## config.mk

```make
export PLATFORM = sky130hd
export DESIGN_NAME = imm_instr_encoder
export DESIGN_NICKNAME = d
export VERILOG_FILES = /design/src/rtl/rv_isa_pkg.sv /design/src/rtl/imm_range_check.sv /design/src/rtl/imm_instr_encoder.sv
export SDC_FILE = /design/constraint.sdc
export NUM_CORES = 1
export LEC_CHECK = 0
export ABC_AREA = 0
export CAP_MARGIN = 25
export CORE_MARGIN = 1.5
export CORE_UTILIZATION = 43
export DETAILED_ROUTE_END_ITERATION = 12
export GPL_ROUTABILITY_DRIVEN = 0
export PLACE_DENSITY = 0.75
export SETUP_SLACK_MARGIN = 0.3
export SYNTH_ARGS = -nofsm -noshare
export SYNTH_HDL_FRONTEND = slang
export SYNTH_HIERARCHICAL = 1
export SYNTH_SLANG_ARGS = --single-unit
```

## constraint.sdc

```tcl
create_clock -name clk -period 2.9 [get_ports clk]
set_input_delay 0.58 -clock clk [delete_from_list [all_inputs] [get_ports clk]]
set_output_delay 0.58 -clock clk [all_outputs]
set_load 0.01 [all_outputs]
```

## src/rtl/rv_isa_pkg.sv

```systemverilog
// RV32 instruction-format constants shared by the immediate extractor and encoder.
package rv_isa_pkg;

    localparam logic [2:0] IMM_FMT_R = 3'd0;
    localparam logic [2:0] IMM_FMT_I = 3'd1;
    localparam logic [2:0] IMM_FMT_S = 3'd2;
    localparam logic [2:0] IMM_FMT_B = 3'd3;
    localparam logic [2:0] IMM_FMT_U = 3'd4;
    localparam logic [2:0] IMM_FMT_J = 3'd5;

    localparam logic [6:0] OPC_LOAD   = 7'h03;
    localparam logic [6:0] OPC_OP_IMM = 7'h13;
    localparam logic [6:0] OPC_AUIPC  = 7'h17;
    localparam logic [6:0] OPC_STORE  = 7'h23;
    localparam logic [6:0] OPC_OP     = 7'h33;
    localparam logic [6:0] OPC_LUI    = 7'h37;
    localparam logic [6:0] OPC_BRANCH = 7'h63;
    localparam logic [6:0] OPC_JALR   = 7'h67;
    localparam logic [6:0] OPC_JAL    = 7'h6F;

    localparam int unsigned RD_LSB  = 7;
    localparam int unsigned F3_LSB  = 12;
    localparam int unsigned RS1_LSB = 15;
    localparam int unsigned RS2_LSB = 20;
    localparam int unsigned F7_LSB  = 25;

    function automatic logic fmt_legal(input logic [2:0] fmt);
        return fmt <= IMM_FMT_J;
    endfunction

endpackage

```

## src/rtl/imm_range_check.sv

```systemverilog
// Checks that a sign-extended immediate fits the bit budget of the given format.
module imm_range_check
    import rv_isa_pkg::*;
(
    input  logic [2:0]  fmt,
    input  logic [63:0] imm,
    output logic        ok
);

    // "All upper bits equal" is the sign-extension test for each width.
    always_comb begin
        ok = 1'b0;
        case (fmt)
            IMM_FMT_R:            ok = 1'b1;
            IMM_FMT_I, IMM_FMT_S: ok = (&imm[63:11]) || !(|imm[63:11]);
            IMM_FMT_B:            ok = !imm[0] && ((&imm[63:12]) || !(|imm[63:12]));
            IMM_FMT_U:            ok = !(|imm[11:0]) && ((&imm[63:31]) || !(|imm[63:31]));
            IMM_FMT_J:            ok = !imm[0] && ((&imm[63:20]) || !(|imm[63:20]));
            default:              ok = 1'b0;
        endcase
    end

endmodule

```

## src/rtl/imm_instr_encoder.sv

```systemverilog
// Packs immediate and register/funct fields into a 32-bit RV instruction word
// through a two-stage valid/ready pipeline, flagging unencodable requests.
module imm_instr_encoder
    import rv_isa_pkg::*;
#(
    parameter int unsigned CNT_W = 16
) (
    input  logic             clk,
    input  logic             rst,
    input  logic             flush,
    input  logic             in_valid,
    output logic             in_ready,
    input  logic [2:0]       in_fmt,
    input  logic [6:0]       in_opcode,
    input  logic [4:0]       in_rd,
    input  logic [4:0]       in_rs1,
    input  logic [4:0]       in_rs2,
    input  logic [2:0]       in_funct3,
    input  logic [6:0]       in_funct7,
    input  logic [63:0]      in_imm,
    output logic             out_valid,
    input  logic             out_ready,
    output logic [31:0]      out_instr,
    output logic             out_err,
    output logic [CNT_W-1:0] cnt_ok,
    output logic [CNT_W-1:0] cnt_err
);

    logic        s1_v, s2_v, s1_adv, in_fire, out_fire, imm_ok, in_err;
    logic [2:0]  s1_fmt, s1_f3;
    logic [6:0]  s1_op, s1_f7;
    logic [4:0]  s1_rd, s1_rs1, s1_rs2;
    logic [31:0] s1_imm;
    logic        s1_err;
    logic [31:0] pack_w, s2_instr;
    logic        s2_err;

    assign s1_adv   = !s2_v || out_ready;
    assign in_ready = !s1_v || s1_adv;
    assign in_fire  = in_valid && in_ready && !flush;
    assign out_fire = s2_v && out_ready;

    assign out_valid = s2_v;
    assign out_instr = s2_instr;
    assign out_err   = s2_err;

    imm_range_check u_range_check (
        .fmt (in_fmt),
        .imm (in_imm),
        .ok  (imm_ok)
    );

    assign in_err = !imm_ok || !fmt_legal(in_fmt) || (in_opcode[1:0] != 2'b11);

    // Stage-1 payload only matters while s1_v is set, so it carries no reset.
    always_ff @(posedge clk) begin
        if (in_fire) begin
            s1_fmt <= in_fmt;
            s1_op  <= in_opcode;
            s1_rd  <= in_rd;
            s1_rs1 <= in_rs1;
            s1_rs2 <= in_rs2;
            s1_f3  <= in_funct3;
            s1_f7  <= in_funct7;
            s1_imm <= in_imm[31:0];
            s1_err <= in_err;
        end
    end

    always_comb begin
        pack_w = '0;
        case (s1_fmt)
            IMM_FMT_R: pack_w = {s1_f7, s1_rs2, s1_rs1, s1_f3, s1_rd, s1_op};
            IMM_FMT_I: pack_w = {s1_imm[11:0], s1_rs1, s1_f3, s1_rd, s1_op};
            IMM_FMT_S: pack_w = {s1_imm[11:5], s1_rs2, s1_rs1, s1_f3, s1_imm[4:0], s1_op};
            IMM_FMT_B: pack_w = {s1_imm[12], s1_imm[10:5], s1_rs2, s1_rs1, s1_f3,
                                 s1_imm[4:1], s1_imm[11], s1_op};
            IMM_FMT_U: pack_w = {s1_imm[31:12], s1_rd, s1_op};
            IMM_FMT_J: pack_w = {s1_imm[20], s1_imm[10:1], s1_imm[11], s1_imm[19:12],
                                 s1_rd, s1_op};
            default:   pack_w = '0;
        endcase
        if (s1_err) pack_w = '0;
    end

    always_ff @(posedge clk) begin
        if (rst) begin
            s1_v     <= 1'b0;
            s2_v     <= 1'b0;
            s2_instr <= '0;
            s2_err   <= 1'b0;
            cnt_ok   <= '0;
            cnt_err  <= '0;
        end else begin
            if (flush) begin
                s1_v <= 1'b0;
                s2_v <= 1'b0;
            end else begin
                // in_ready covers both "s1 empty" and "s1 moving on", so refill and drain share one update.
                if (in_ready) s1_v <= in_valid;
                if (s1_adv)   s2_v <= s1_v;
                if (s1_v && s1_adv) begin
                    s2_instr <= pack_w;
                    s2_err   <= s1_err;
                end
            end
            if (out_fire) begin
                if (s2_err) begin
                    if (cnt_err != '1) cnt_err <= cnt_err + 1'b1;
                end else begin
                    if (cnt_ok != '1) cnt_ok <= cnt_ok + 1'b1;
                end
            end
        end
    end

endmodule

```

==> results of run 1 <==
[layer usage]
layer  up-vias  routed length [µm]
met1      2457                6240
li1       2466                   -
met2       254                7540
met4         0                 364
met3        31                1050
met5         -                   0
[worst max-delay path: cells and delay by family]
kind	cells	cell delay, ns
buf+inv	2	1.12
simple gates	2	0.18
[area by class of cell]
type	instances	area share
timing repair buffer	183	0.217
clock buffer	18	0.0516
multi-input combinational	377	0.277
tap	176	0.0265
sequential	135	0.407
clock inverter	14	0.0163
inverter	8	0.00361
[sequential cells by signal, summed over array words and instances, names as in the netlist]
register and flops:
s1_fmt 3, cnt_err 16, s1_f7 7, s1_f3 3
s1_imm 32, s1_v 1, s1_op 7, out_instr 32
s1_rs1 5, out_valid 1, s1_err 1, out_err 1
s1_rs2 5, s1_rd 5, cnt_ok 16
[metrics by stage]
stage          instances  total power (W)  utilization  hold slack [ns]
2_1_floorplan        547          0.00228            -            0.459
3_3_place_gp         878          0.00250        0.587            0.446
3_5_place_dp         878          0.00251        0.587            0.453
4_1_cts              910          0.00453        0.629            0.461
5_1_grt              911          0.00466        0.630            0.479
6_report             911          0.00449        0.630            0.460
[logic make-up after synthesis]
logic type,Yosys count
muxes,7
AOI/OAI and AO/OA,140
and+or+nand+nor,227
buffers and inverters,35
xor gates and xnor gates,1
adders and majority gates,2
DFF,135
[power breakdown]
group | switching, W | internal [W]
registers | 0.0000448 | 0.00209
logic | 0.000145 | 0.000196
clock network | 0.000766 | 0.00125
[final timing paths]
kind / startpoint / endpoint / slack [ns] / cells past startpoint
worst max-delay path: out_ready / in_ready / 0.45 / 4
worst min-delay path: out_instr[13] / out_instr[13] / 0.46 / 2
worst max register to register: cnt_ok[0] / cnt_ok[5] / 0.81 / 6
worst min register to register: out_instr[13] / out_instr[13] / 0.46 / 2
[placed cells by master (no fill, tap or decap), drive strengths merged, types with 6 or more instances in the layout]
cell,Yosys,layout
clkdlybuf4s50,0,169
edfxtp,68,68
dfxtp,67,67
a21oi,62,62
nand2,53,53
nor2,24,24
nand4,24,24
o21ai,23,23
a22oi,20,20
clkbuf,20,18
nor4,17,17
nor3,16,16
nand3,14,14
buf,7,14
or3,13,13
or4,13,13
nand3b,11,11
o31ai,9,9
nand2b,9,9
clkinv,1,9
inv,7,7
nor3b,7,7
or3b,6,6
a22o,6,6
o41ai,6,6
==> impl_metrics.ini, run 1 <==
[cts]
ctsResizeCount = 0
clk_path_buf_depth = 2
clk_latency_ns = 0.40
cts_tree = yes
cts-root-buf = clkbuf_16
cts_max_level = 4
cts.clk_slew.worst_paths_ns = 0.06
ctsHoldBuffers = 0
post-cts-setup-buffers = 0
cts.sinks = 135
numCtsBuffers = 17

[setup_path]
cp-end-kind = primary output
cpPeakStageDelay_ns = 0.57
cp.arrival_ns = 1.87
cp.required_ns = 2.32
crit_path_top_delay_cell = clkdlybuf4s50_1
criticalPathCategory = in -> out
critical_path.max_fanout = 5
start_kind = input pin
crit_top_cell = clkdlybuf4s50_1
crit_chain = clkdlybuf4s50_1 > nor2b_1 > nand2_1 > clkdlybuf4s50_1

[yosys]
syn_area_mm2 = 0.00580
synth_cells = 547
synth_compound_area_frac = 0.150
ys_seq_area_frac = 0.583
synth_top_cells_by_count = edfxtp_1 (68), dfxtp_1 (67), a21oi_1 (62)
yosys.area_share.adder = 0.00431
muxShareOfSynthArea = 0.0125
synth_top_family_by_area = simple AND/OR/NAND/NOR gates
yosysMostFrequentCell = edfxtp_1
yosys.area_share.simple = 0.225
synth_xor_area_frac = 0.00151
syn_avg_cell_area_um2 = 10.6
synth_area_leaders = edfxtp_1 (35%), dfxtp_1 (23%), a21oi_1 (5.3%), nand2_1 (3.4%), a22oi_1 (2.6%)
synth_warnings = 6
ys_ff_latch = 135
synth.top_cell.area_share = 0.352
synth_edf_count = 68
synth-async-reset-ratio = 0
synthFlopType = edfxtp_1
yosys.cell_types.count = 55
syn_nets = 653
synth_top_cell_by_area = edfxtp_1

[die]
num_io_pins = 171
chipWidth_um = 119
rows = 42
core_mm2 = 0.0132
die_h_um = 119
initial_core_util = 0.440
die-area_mm2 = 0.0142

[placement]
hpwl_um = 11200
placed_cell_area_mm2 = 0.00774
place_ws_ns = 0.275
io_buffers = 170

[final_layout]
insertedDiodeCount = 0
multi_input_comb_area_mm2 = 0.00231
area_growth_pct = 43.2
seqCellArea_mm2 = 0.00338
fillCellCount = 1070
drive_gt1_frac = 0.0898
design_area_mm2 = 0.00831
nNetsFinal = 828

[global_routing]
busiest_layer = met2
antenna_found_initial = 0
grt_pass1_vias = 5047
met2_usage = 0.375
grt_max_degree = 69
grt_overflow = 0
use_met3 = 0.0450
grt_use_met1 = 0.270
grt_pass1_wl_um = 24700
grt_use_total = 0.220

[detailed_routing]
drt-wirelength-per-cell_um = 16.7
via_per_inst = 5.72
drc = 0
ant_nets = 0
drtIter0Drc = 409
vias = 5208
wl_um = 15200
drtPass1Iterations = 5

[timing]
worst_slew_pin_slew_ns = 1.02
finalCritPeriodShare = 0.846
setup_slack_ns = 0.447
drv_slew = 0
hold_viol_final = 0
clock.fmax_mhz = 408
fin_skew_ns = 0.00703
fin_crit_ns = 2.45
slew_headroom = 0.322
setup_viol = 0
rsz0062_at_grt = false
fin_setup_tns_ns = 0

[flow_run]
cap_violations = 0

[power]
leakagePower_nw = 2.68
p_per_area_mw_per_mm2 = 540
irDropWorstVdd_mv = 0.356

[status]
status = completed

[min_path]
min_path_type = reg -> reg
Power figures use the tool's default switching activity.
==> run 2: changes to the inputs <==
CORE_UTILIZATION = 47   (was 43)
PLACE_DENSITY = 0.78   (was 0.75)
clock period = 2.39 ns   (was 2.9 ns; I/O delays follow)
==> impl_metrics.ini, run 2 (synthesized netlist as in run 1, its figures left out) <==
[min_path]
min_path_cells = 2
min_path_type = reg -> reg

[timing]
clock.fmax_mhz = 488
fin_crit_ns = 2.05
fin_skew_ns = 0.00693
setup_viol = 0
drv_slew = 0
rsz0062_at_grt = true
setup_slack_ns = 0.342
worst_slew_pin_slew_ns = 0.659
hold_viol_final = 0
hold_slack_ns = 0.461
slew_headroom = 0.561
finalCritPeriodShare = 0.857

[die]
die-area_mm2 = 0.0130
num_io_pins = 171
die_h_um = 114
rows = 40
core_mm2 = 0.0120
initial_core_util = 0.483
chipWidth_um = 114

[setup_path]
cp-end-kind = flop
cp.required_ns = 2.53
rr_worst_depth = 4
criticalPathCategory = in -> reg
crit_chain = clkdlybuf4s50_1 > nor4_1 > buf_4 > nand4_2 > a21oi_1 > a211o_1 > nand4_1
cpPeakStageDelay_ns = 0.56
critical_path.max_fanout = 2
start_kind = input pin
crit_path_top_delay_cell = nor4_1
cp.arrival_ns = 2.19

[global_routing]
grt_use_total = 0.245
grt_pass1_vias = 5127
grt_overflow = 0
grt_pass1_wl_um = 24800
antenna_found_initial = 0
grt_max_degree = 44

[final_layout]
area_growth_pct = 47.2
most-common-layout-cells = clkdlybuf4s50_1 (167), edfxtp_1 (68), dfxtp_1 (67), a21oi_1 (62), nand2_1 (53)
nNetsFinal = 846
final_common_cell = clkdlybuf4s50_1
fillCellCount = 870
design_area_mm2 = 0.00854
insertedDiodeCount = 0
drive_gt1_frac = 0.114

[cts]
cts_max_level = 4
cts.clk_slew.worst_paths_ns = 0.05
clk_latency_ns = 0.41
cts_tree = yes
numCtsBuffers = 17
cts-root-buf = clkbuf_16
clk_path_buf_depth = 2
cts.sinks = 135
ctsHoldBuffers = 0

[placement]
place_ws_ns = -0.120
hpwl_um = 11200
io_buffers = 170
placed_cell_area_mm2 = 0.00784

[power]
p_per_area_mw_per_mm2 = 679
leakagePower_nw = 2.82
power.total_w = 0.00580
irDropWorstVdd_mv = 0.417

[detailed_routing]
via_per_inst = 5.91
drtIter0Drc = 670
drtPass1Iterations = 5
drt-wirelength-per-cell_um = 17.5
vias = 5317
ant_nets = 0
drc = 0
wl_um = 15700

[status]
status = completed

[flow_run]
cap_violations = 0
run 2: cell type report:
cell class                 instances  area, µm²  area share
clock buffer                      17        425      0.0498
timing repair buffer             201       1980       0.232
sequential                       135       3380       0.396
inverter                           8       30.0     0.00352
multi-input combinational        377       2330       0.273
clock inverter                    14        208      0.0243
tap                              147        184      0.0215
run 2: routing by layer:
layer	vias up	global-route usage	wire length (µm)	share of wire
li1	2514	-	-	-
met1	2544	0.296	6470	0.41
met2	234	0.429	7880	0.50
met3	25	0.0561	1030	0.066
met4	0	0.0900	318	0.020
met5	-	0	0	0
run 2: through the flow:
stage	instances	util	setup TNS, ns
after floorplan	547	-	0
after global placement	862	0.653	-0.0934
after detailed placement	862	0.653	-0.300
after CTS	893	0.707	0
after global routing	899	0.711	0
final	899	0.711	0
run 2: critical path, delay by kind of cell:
kind	cells	cell delay, ns
AO/OA/AOI/OAI	2	0.29
buffers and inverters	2	0.67
AND/OR/NAND/NOR	3	0.76
run 2: worst paths after layout:
| check | slack, ns | start | endpoint |
|---|---|---|---|
| min | 0.46 | out_instr[16] | out_instr[16] |
| max | 0.34 | in_imm[2] | s1_err |
| min reg2reg | 0.46 | out_instr[16] | out_instr[16] |
| max reg2reg | 0.37 | cnt_err[5] | cnt_err[15] |
run 2: what timing repair did:
| action | 4_1_cts | 5_1_grt |
|---|---|---|
| gates resized for setup | 4 | 2 |
| cloned | 0 | 0 |
| endpoints found under the setup margin | 12 | 16 |
| buffers inserted | 0 | 6 |
| pin swaps | 0 | 2 |
run 2: power by group:
group	internal, W	leakage (nW)	switching, W
combinational	0.000252	1.34	0.000188
sequential	0.00253	1.18	0.0000455
clock	0.00184	0.301	0.000950
